==> src/rtl/alu32_nibble_seq.sv <==
// alu32_nibble_seq: multi-cycle 32-bit ALU that processes one 4-bit slice per clock, LSB nibble first.
module alu32_nibble_seq #(
    parameter int NIBBLES = 8
) (
    input  logic                   clk,
    input  logic                   reset_n,
    input  logic                   start,
    input  logic [4*NIBBLES-1:0]   a,
    input  logic [4*NIBBLES-1:0]   b,
    input  logic [2:0]             op,
    output logic                   busy,
    output logic                   done,
    output logic [4*NIBBLES-1:0]   result,
    output logic                   c,
    output logic                   n,
    output logic                   z,
    output logic                   v
);
    localparam int W  = 4 * NIBBLES;
    localparam int CW = $clog2(NIBBLES);

    typedef enum logic [1:0] {IDLE, RUN, DONE} state_t;

    state_t          r_state, w_next;
    logic [CW-1:0]   r_cnt;
    logic            r_carry;
    logic [2:0]      r_op;
    logic [W-1:0]    r_a, r_b, r_acc;

    logic [3:0]      w_a4, w_b4, w_bx, w_slice;
    logic [4:0]      w_sum;
    logic [W-1:0]    w_res;
    logic            w_arith, w_last, w_cout, w_v;

    // Operands shift right each slice, so the active nibble is always the low one.
    assign w_a4    = r_a[3:0];
    assign w_b4    = r_b[3:0];
    assign w_arith = r_op[2] & r_op[1];
    assign w_bx    = (r_op == 3'b111) ? ~w_b4 : w_b4;
    assign w_sum   = {1'b0, w_a4} + {1'b0, w_bx} + {4'b0, r_carry};
    assign w_cout  = w_arith & w_sum[4];
    assign w_last  = (r_cnt == CW'(NIBBLES - 1));
    assign w_slice = (r_op == 3'b000) ? ~w_a4 :
                     (r_op == 3'b001) ? ~w_b4 :
                     (r_op == 3'b010) ? (w_a4 & w_b4) :
                     (r_op == 3'b011) ? (w_a4 | w_b4) :
                     (r_op == 3'b100) ? (w_a4 ^ w_b4) :
                     (r_op == 3'b101) ? ~(w_a4 ^ w_b4) : w_sum[3:0];
    assign w_res   = {w_slice, r_acc[W-1:4]};
    // On the last slice the low nibbles hold A[31]/B[31]; sub flips the sign-agreement test.
    assign w_v     = w_arith & (((w_a4[3] ^ w_b4[3]) == r_op[0])) & (w_slice[3] != w_a4[3]);

    assign busy = (r_state == RUN);
    assign done = (r_state == DONE);

    always_comb begin
        w_next = r_state;
        case (r_state)
            IDLE:    w_next = start ? RUN : IDLE;
            RUN:     w_next = w_last ? DONE : RUN;
            default: w_next = IDLE;
        endcase
    end

    always_ff @(posedge clk or negedge reset_n) begin
        if (!reset_n) begin
            r_state <= IDLE;
            r_cnt   <= '0;
            r_carry <= 1'b0;
            r_op    <= '0;
            r_a     <= '0;
            r_b     <= '0;
            r_acc   <= '0;
            result  <= '0;
            c       <= 1'b0;
            n       <= 1'b0;
            z       <= 1'b0;
            v       <= 1'b0;
        end else begin
            r_state <= w_next;
            if (r_state == IDLE && start) begin
                r_a     <= a;
                r_b     <= b;
                r_op    <= op;
                r_cnt   <= '0;
                r_carry <= (op == 3'b111);
            end else if (r_state == RUN) begin
                r_a     <= r_a >> 4;
                r_b     <= r_b >> 4;
                r_acc   <= w_res;
                r_carry <= w_cout;
                r_cnt   <= r_cnt + 1'b1;
                if (w_last) begin
                    result <= w_res;
                    c      <= w_cout;
                    n      <= w_res[W-1];
                    z      <= ~|w_res;
                    v      <= w_v;
                end
            end
        end
    end
endmodule
==> config.mk <==
export PLATFORM = sky130hd
export DESIGN_NAME = alu32_nibble_seq
export DESIGN_NICKNAME = d
export VERILOG_FILES = /design/src/rtl/alu32_nibble_seq.sv
export SDC_FILE = /design/constraint.sdc
export NUM_CORES = 1
export LEC_CHECK = 0
export BUFFER_PORTS_ARGS = -buffer_cell sky130_fd_sc_hd__buf_2
export CORE_ASPECT_RATIO = 0.7
export CORE_MARGIN = 1.5
export CORE_UTILIZATION = 51
export CTS_CLUSTER_SIZE = 14
export DETAILED_ROUTE_END_ITERATION = 7
export PLACE_DENSITY = 0.85
export SKIP_LAST_GASP = 1
export SLEW_MARGIN = 20
export SYNTH_ARGS = -nofsm -noshare
export SYNTH_HDL_FRONTEND = slang
export SYNTH_SLANG_ARGS = --single-unit
export TNS_END_PERCENT = 10
==> constraint.sdc <==
create_clock -name clk -period 2.9 [get_ports clk]
set_input_delay 0.29 -clock clk [delete_from_list [all_inputs] [get_ports clk]]
set_output_delay 0.29 -clock clk [all_outputs]
set_load 0.1 [all_outputs]
* After elaboration in Yosys (flattened, before gate mapping) *
Cells that the tools add are included.

storage, ports and cells
  register bits after elaboration = 141

operators by class
  add/subtract/negate cells = 3
  reductions and logical operators = 8
  bitwise operators = 12
  mux-type cells = 18
  equality and inequality tests = 12

operators by type and width
  kind                                                                    count
  32-bit 2-to-1 mux                                                       4
  32-bit OR reduction                                                     1
  4-bit 2-to-1 mux                                                        7
  3-bit equality test (second input constant)                             5
  4-bit NOT                                                               3
  3-bit by 2-bit equality test with 1-bit output (second input constant)  2
  3-bit 2-to-1 mux                                                        2
  4-bit by 4-bit adder with 5-bit output                                  1
  5-bit by 1-bit adder with 5-bit output                                  1
  1-bit bitwise AND                                                       4
  4-bit bitwise AND                                                       1
  4-bit bitwise OR                                                        1
  2-bit case mux with 2 select lines                                      1
  4-bit XOR                                                               1
  3-bit by 1-bit adder with 3-bit output (second input constant)          1
  3-bit by 1-bit equality test with 1-bit output (second input constant)  1
  3-bit zero test                                                         1
  1-bit 2-to-1 mux                                                        3
  3-bit AND reduction                                                     1
  2-bit by 1-bit equality test with 1-bit output (second input constant)  1
  2-bit equality test (second input constant)                             1
  2-bit zero test                                                         1
  2-bit 2-to-1 mux                                                        1
  2-bit AND reduction                                                     1
  7 further kinds                                                         7

* Logic depth before layout (Yosys ltp) *
Gate-level depths: netlist of run 1.

  depth in word-level cells = 12
  depth in mapped cells = 12

* Worst setup path after synthesis of run 1 *
Ideal clock, no wire load.

  path kind = register to register
  start point = register r_op[1]
  end point = register z
  buffers on the path = 2
  arrival = 2858 ps
  period minus slack after synthesis = 2927 ps
  slack = -27 ps
  stages on the path, launching flop included = 13
  cells stage by stage = dfrtp_1 buf_2 buf_4 nand3_1 xnor2_1 fa_1 inv_1 fa_1 or3b_1 a21boi_2 a2bb2oi_2 and4_1 a22o_1

on the way
  longest elaborated chain between the ends = 12

RTL lines
  element                                 line  RTL
  start, declared                         27    logic [2:0] r_op;
  start signal, assigned                  84    r_op <= op;
  3-bit equality test                     39    assign w_bx = (r_op == 3'b111) ? ~w_b4 : w_b4;
  4-bit 2-to-1 mux                        39
  4-bit by 4-bit adder with 5-bit output  40    assign w_sum = {1'b0, w_a4} + {1'b0, w_bx} + {4'b0, r_carry};
  5-bit by 1-bit adder with 5-bit output  40
  4-bit 2-to-1 mux                        48    (r_op == 3'b101) ? ~(w_a4 ^ w_b4) : w_sum[3:0];
  4-bit 2-to-1 mux                        47    (r_op == 3'b100) ? (w_a4 ^ w_b4) :
  4-bit 2-to-1 mux                        46    (r_op == 3'b011) ? (w_a4 | w_b4) :
  4-bit 2-to-1 mux                        45    (r_op == 3'b010) ? (w_a4 & w_b4) :
  4-bit 2-to-1 mux                        44    (r_op == 3'b001) ? ~w_b4 :
  4-bit 2-to-1 mux *                      43    assign w_slice = (r_op == 3'b000) ? ~w_a4 :
  32-bit OR reduction *                   97    z <= ~|w_res;
  1-bit zero test *                       97
  end signal, assigned                    97
  end, declared                           16    output logic z,

Mark *: on every way between the ends. The rest lies on a longest branch, timed or not.
A chain may end at the register's enable or synchronous reset.

* Worst setup path after layout of run 1 *
  start point = register r_op[0]
  end point = register z

Same word-level chain as after synthesis.

==> results of run 1 <==
[repair_timing]
action,in CTS,in global routing
hold buffers,1,0
endpoints found under the setup margin,0,0
buffers inserted,0,0
endpoints found under the hold margin,66,0
[routing by layer]
metal,part of all wire [%],vias to the layer above,track usage [%]
met3,6.6,16,5.79
met2,47,151,37.0
met5,0,-,0
li1,-,2382,-
met4,1.2,0,8.07
met1,45,2515,33.0
[worst paths after layout]
| kind | from | to | slack [ps] | cells past startpoint |
|---|---|---|---|---|
| max | r_op[0] | z | 140 | 10 |
| min | b[30] | r_b[30] | 90 | 2 |
| max reg2reg | r_op[0] | z | 140 | 10 |
| min reg2reg | result[2] | result[2] | 470 | 2 |
| max in group asynchronous | reset_n | r_b[7] | 1670 | 3 |
| min in group asynchronous | reset_n | r_b[30] | 430 | 2 |
[synthesized netlist by cell type, drive strengths merged (2+ instances only)]
master	number	area, sq um
a21boi	2	18.8
a21o	2	15.0
a21oi	29	145
a22o	8	70.1
a22oi	54	405
a2bb2oi	3	32.5
and3b	3	26.3
buf	23	130
clkbuf	24	90.1
dfrtp	136	3400
fa	2	40.0
ha	13	163
inv	15	56.3
mux2	27	304
mux2i	5	62.6
nand2	143	539
nand3	4	20.0
nand3b	2	15.0
nand4	2	12.5
nor2	8	30.0
nor2b	23	144
nor3	2	10.0
nor4	8	50.1
o21ai	70	350
o221ai	2	17.5
xnor2	7	61.3
xor2	2	17.5
[metrics by stage]
stage,setup slack (ps),std cells,power (mW),cell area [sq um]
after floorplan,39.4,630,7.10,6340
after global placement,305,860,7.87,6990
after detailed placement,207,860,8.08,6990
after CTS,137,893,10.4,7610
after global routing,14.6,893,10.9,7610
final,137,893,10.3,7610
[state kept, by name, summed over array words and instances, names as in the netlist]
register,cells
r_carry,1
r_op,3
r_cnt,3
r_acc,28
r_state,2
c,1
r_b,32
v,1
r_a,32
z,1
result,32
[logic make-up after synthesis]
group,count (synthesis)
DFF,136
adders and majority gates,15
muxes,33
xor gates and xnor gates,9
buffers and inverters,62
AOI/OAI and AO/OA,175
and+or+nand+nor,200
[power by group]
part	switching (mW)	internal, mW	total, mW
clock	0.804	1.42	2.22
combinational	3.30	1.44	4.74
sequential	0.656	2.72	3.37
total	4.76	5.58	10.3
[cell type report]
type,count,area [sq um]
clock inverters,11,145
multi-input cells,432,2680
well taps,157,196
repair buffers,121,662
inverters,15,56.3
fillers,956,4280
clock buffers,21,470
flip-flops and latches,136,3410
==> metrics, run 1 <==
number of buffers inserted during clock tree synthesis 17; clock latency of the later-clocked register in the worst-skew pair 410 ps; share of the synthesized area in compound gates (AO/OA/AOI/OAI) between 10% and 20%; num rows 33; number of global-route vias before repair 4,939; netlist area before placement around 0.0063 sq mm; final layout net count ~810; maximum number of pins on one net before global-route repair 71; post-synthesis mux area share under 10%; standard cell with the maximum stage delay on the critical path sky130_fd_sc_hd__fa_1; top library cells by usage in the layout, fill and taps aside sky130_fd_sc_hd__nand2_1, sky130_fd_sc_hd__dfrtp_1, sky130_fd_sc_hd__buf_2; Max Clock Skew 8.18 ps; Lkg Pwr ~3.6 nW; total number of vias 5,064; area share of xor/xnor cells in the synthesized design 1.25%; area growth from synthesis to layout 20.3%; count of boundary I/O pins 108; antenna violations before repair 0; post-CTS sizing 0; number of max-cap violations 0; FMAX between 0.3 and 0.4 GHz; number of max-slew violations in the final report 0; initial core utilization 53.2%; core utilization of the finished layout 64.0%; synthesized netlist cell count 630; worst path bufs/invs 1; simple-gate portion of the synthesized area 14.0%; number of optimization iterations in the first detailed-route pass 6; CP Capture Type register; Final TNS setup 0 ps; count of different cell masters after synthesis between 40 and 50; clk slew on worst S/H paths 60 ps; Yosys reg bits ~140; clock tree from TritonCTS yes; category of cells accounting for the largest share of critical-path delay adder cells; Detail Placement HPWL approximately 10000 um; RSZ-0062 raised after global routing false; Overall Global Routing Usage 23.8%; endpoints failing setup 0; PD cells 1360 mW/mm^2; stage delay of the slowest cell on the critical path between 400 and 500 ps; die extent in y 96.2 um; most common library cell in the layout ignoring fill and taps sky130_fd_sc_hd__nand2_1; deepest clock path buffer count 2; combinational family with the most area after synthesis compound AO/OA/AOI/OAI gates; dominant register cell in the synthesized netlist sky130_fd_sc_hd__dfrtp_1; worst-case hold slack 90.0 ps; fraction of final layout cells sized beyond drive strength 1 between 20% and 30%; floorplan die area 0.0131 sq mm; Critical Path Fanout Max 4; type of origin of the critical path register; data required time of the worst path 3250 ps; number of synthesized flops with an enable pin 0; DRT Wirelength 14,700 um; DRC violations left 0; total core area between 0.01 and 0.015 sq mm; fin crit period 2760 ps; Clock H-tree levels 4; status finished, final reports clean; number of sinks on the clock net between 100 and 150; fraction of synthesis flops using an asynchronous set or reset pin 100%; WL/cell between 15 and 20 um; Data arrival, critical path about 3100 ps; adder-cell share of the synthesized area 3.20%; placer congestion estimate between 0.8 and 0.9; global-route wire length before repair 24,100 um; n_diodes 0; antenna-violating nets left 0; slew margin rel. 55.3%; cell at the root of the clock tree sky130_fd_sc_hd__clkbuf_16; number of DRC violations after detailed-routing iteration 0 328; number of hold violations in the final report 0; actual transition at the worst max-transition pin around 670 ps; proportion of synthesized chip area in sequential cells about 54%; kind of path behind the tightest hold check input port to register; critical path type register to register; worst ir drop on vdd ~0.89 mV; global-route congestion overflow total 0; Port-buffer cells 107; Most Frequent Cell on Critical Path sky130_fd_sc_hd__fa_1; syn avg cell area between 10 and 15 sq um; yosys warns 0; share of the cycle needed by the critical path after routing 95.3%; width of the die 136 um; net count after synthesis 715; detailed-route vias per instance 5.67; CP cell instances nand3_2 > xnor2_1 > fa_1 > inv_1 > fa_1 > or3b_1 > a21boi_2 > a2bb2oi_2 > and4_1 > a22o_1
Note: power is estimated with default switching activity, not from simulation.
==> inputs of run 2 (changes only) <==
--- a/config.mk
+++ b/config.mk
@@ -11,7 +11,7 @@
 export CORE_UTILIZATION = 51
 export CTS_CLUSTER_SIZE = 14
 export DETAILED_ROUTE_END_ITERATION = 7
-export PLACE_DENSITY = 0.85
+export PLACE_DENSITY_LB_ADDON = 0.08
 export SKIP_LAST_GASP = 1
 export SLEW_MARGIN = 20
 export SYNTH_ARGS = -nofsm -noshare
==> metrics, run 2 (synthesized netlist as in run 1, its figures left out) <==
Critical Path Fanout Max 4 (unchanged); deepest clock path buffer count 2 (unchanged); number of buffers inserted during clock tree synthesis 17 (unchanged); number of global-route vias before repair 4,885 (was 4,939); count of boundary I/O pins 108 (unchanged); actual transition at the worst max-transition pin 677 ps (was 670 ps); share of the cycle needed by the critical path after routing 92.1% (was 95.3%); detailed-route vias per instance 5.45 (was 5.67); slew margin rel. 54.8% (was 55.3%); Detail Placement HPWL 10,100 um (was 9760 um); number of sinks on the clock net 136 (unchanged); logic gate share of total power 45.9% (was 45.8%); RSZ-0062 raised after global routing false (unchanged); share of total power in sequential cells 32.5% (was 32.6%); floorplan die area 0.0131 sq mm (unchanged); most common library cell in the layout ignoring fill and taps sky130_fd_sc_hd__nand2_1 (unchanged); clock tree from TritonCTS yes (unchanged); data required time of the worst path 3250 ps (about the same); clock latency of the later-clocked register in the worst-skew pair 410 ps (about the same); Layout Cell Area excl Fill 0.00763 sq mm (was 0.00761 sq mm); critical path type register to register (unchanged); PD cells 1350 mW/mm^2 (was 1360 mW/mm^2); placer congestion estimate 0.865 (was 0.847); area growth from synthesis to layout 20.6% (was 20.3%); number of max-cap violations 0 (unchanged); post-CTS sizing 0 (unchanged); top library cells by usage in the layout, fill and taps aside sky130_fd_sc_hd__nand2_1, sky130_fd_sc_hd__dfrtp_1, sky130_fd_sc_hd__buf_2 (unchanged); worst-case hold slack 95.9 ps (was 90.0 ps); cell at the root of the clock tree sky130_fd_sc_hd__clkbuf_16 (unchanged); Lkg Pwr 3.61 nW (was 3.59 nW); n_diodes 0 (unchanged); DRT Wirelength 14,900 um (was 14,700 um); number of hold violations in the final report 0 (unchanged); number of max-slew violations in the final report 0 (unchanged); Port-buffer cells 107 (unchanged); initial core utilization 53.2% (unchanged); CP Capture Type register (unchanged); maximum number of pins on one net before global-route repair 75 (was 71); final layout net count 811 (was 808); Max Clock Skew 10.3 ps (was 8.18 ps); switching power as a share of total power 46.1% (was 46.0%); Clk pwr share 21.6% (was 21.5%); fraction of final layout cells sized beyond drive strength 1 26.4% (was 26.1%); DRC violations left 0 (unchanged); worst ir drop on vdd 0.848 mV (was 0.894 mV); Overall Global Routing Usage 24.8% (was 23.8%); number of DRC violations after detailed-routing iteration 0 280 (was 328); design internal power 5.56 mW (was 5.58 mW); die extent in y 96.2 um (unchanged); type of origin of the critical path register (unchanged); Top Registers r_a (32), r_b (32), result (32) (unchanged); total number of vias 4,883 (was 5,064); FMAX 0.374 GHz (was 0.362 GHz); number of fill cells 1,005 (was 956); instance area after placement 0.00701 sq mm (was 0.00699 sq mm); kind of path behind the tightest hold check input port to register (unchanged); Psw 4.76 mW (about the same); Final TNS setup 0 ps (unchanged); number of optimization iterations in the first detailed-route pass 5 (was 6); fin crit period 2670 ps (was 2760 ps); status finished, final reports clean (unchanged); global-route wire length before repair 24,800 um (was 24,100 um); post-CTS setup buffer count 0 (unchanged); Data arrival, critical path 3020 ps (was 3110 ps); endpoints failing setup 0 (unchanged); width of the die 136 um (unchanged); antenna-violating nets left 0 (unchanged); antenna violations before repair 1 (was 0); Clock H-tree levels 4 (unchanged); global-route congestion overflow total 0 (unchanged); num rows 33 (unchanged); total core area 0.0119 sq mm (unchanged); clk slew on worst S/H paths 60 ps (about the same); WL/cell 16.6 um (was 16.4 um)
==> run 2: cell types whose count changed in the layout (fill, tap and decap cells not counted), sizes merged <==
cell / before / now
buf: 120 / 123
clkbuf: 21 / 19
clkinv: 4 / 6
clkinvlp: 3 / 1
inv: 16 / 18
==> run 2: area by class of cell <==
cell class                 count  area (sq um)  share of cell area, %
clock inverter                13           169                   2.21
tap                          157           196                   2.57
timing repair buffer         124           684                   8.97
clock buffer                  19           443                   5.80
multi-input combinational    432          2680                   35.1
sequential                   136          3410                   44.6
inverter                      15          56.3                  0.738
==> run 2: final timing paths <==
check	start	to	slack (ps)	cells after the start
min in group asynchronous	reset_n	r_b[24]	450	2
worst max-delay path	r_op[0]	z	230	10
max in group asynchronous	reset_n	result[4]	1640	3
worst min register to register	result[6]	result[6]	470	2
worst max register to register	r_op[0]	z	230	10
worst min-delay path	b[31]	r_b[31]	100	2
==> run 2: what timing repair did <==
item	CTS	global route
hold buffers	1	0
hold endpoints to repair	73	0
setup endpoints to repair	0	0
==> run 2: layer usage <==
metal | up-vias | wire length (um) | GRT usage (%)
met4 | 2 | 82 | 6.47
met3 | 8 | 766 | 6.64
met2 | 101 | 6460 | 36.3
met5 | - | 11 | 0
li1 | 2392 | - | -
met1 | 2380 | 7570 | 36.4
==> run 2: per-stage QoR <==
step | power (mW) | setup slack, ps | cells | util, %
2_1_floorplan | 7.10 | 39.4 | 630 | -
3_3_place_gp | 7.97 | 285 | 863 | 59.0
3_5_place_dp | 8.12 | 264 | 863 | 59.0
4_1_cts | 10.4 | 237 | 896 | 64.2
5_1_grt | 11.0 | 75.2 | 896 | 64.2
6_report | 10.3 | 228 | 896 | 64.2
==> run 2: critical path, stage by stage (launching register included) <==
cell,delay (ps)
sky130_fd_sc_hd__dfrtp_1,370
sky130_fd_sc_hd__nand3_2,170
sky130_fd_sc_hd__xnor2_1,180
sky130_fd_sc_hd__fa_1,380
sky130_fd_sc_hd__inv_1,80
sky130_fd_sc_hd__fa_1,410
sky130_fd_sc_hd__or3b_1,370
sky130_fd_sc_hd__a21boi_2,160
sky130_fd_sc_hd__a2bb2oi_2,170
sky130_fd_sc_hd__and4_1,190
sky130_fd_sc_hd__a22o_1,110
==> run 2: power groups by stage <==
stage / Clock (mW) / Combinational, mW / Sequential, mW
CTS: 2.26 / 4.77 / 3.35
floorplan: 0 / 2.40 / 4.70
detailed placement: 0 / 4.74 / 3.38
global placement: 0 / 4.64 / 3.33
finish: 2.22 / 4.74 / 3.36
global route: 2.34 / 5.16 / 3.48
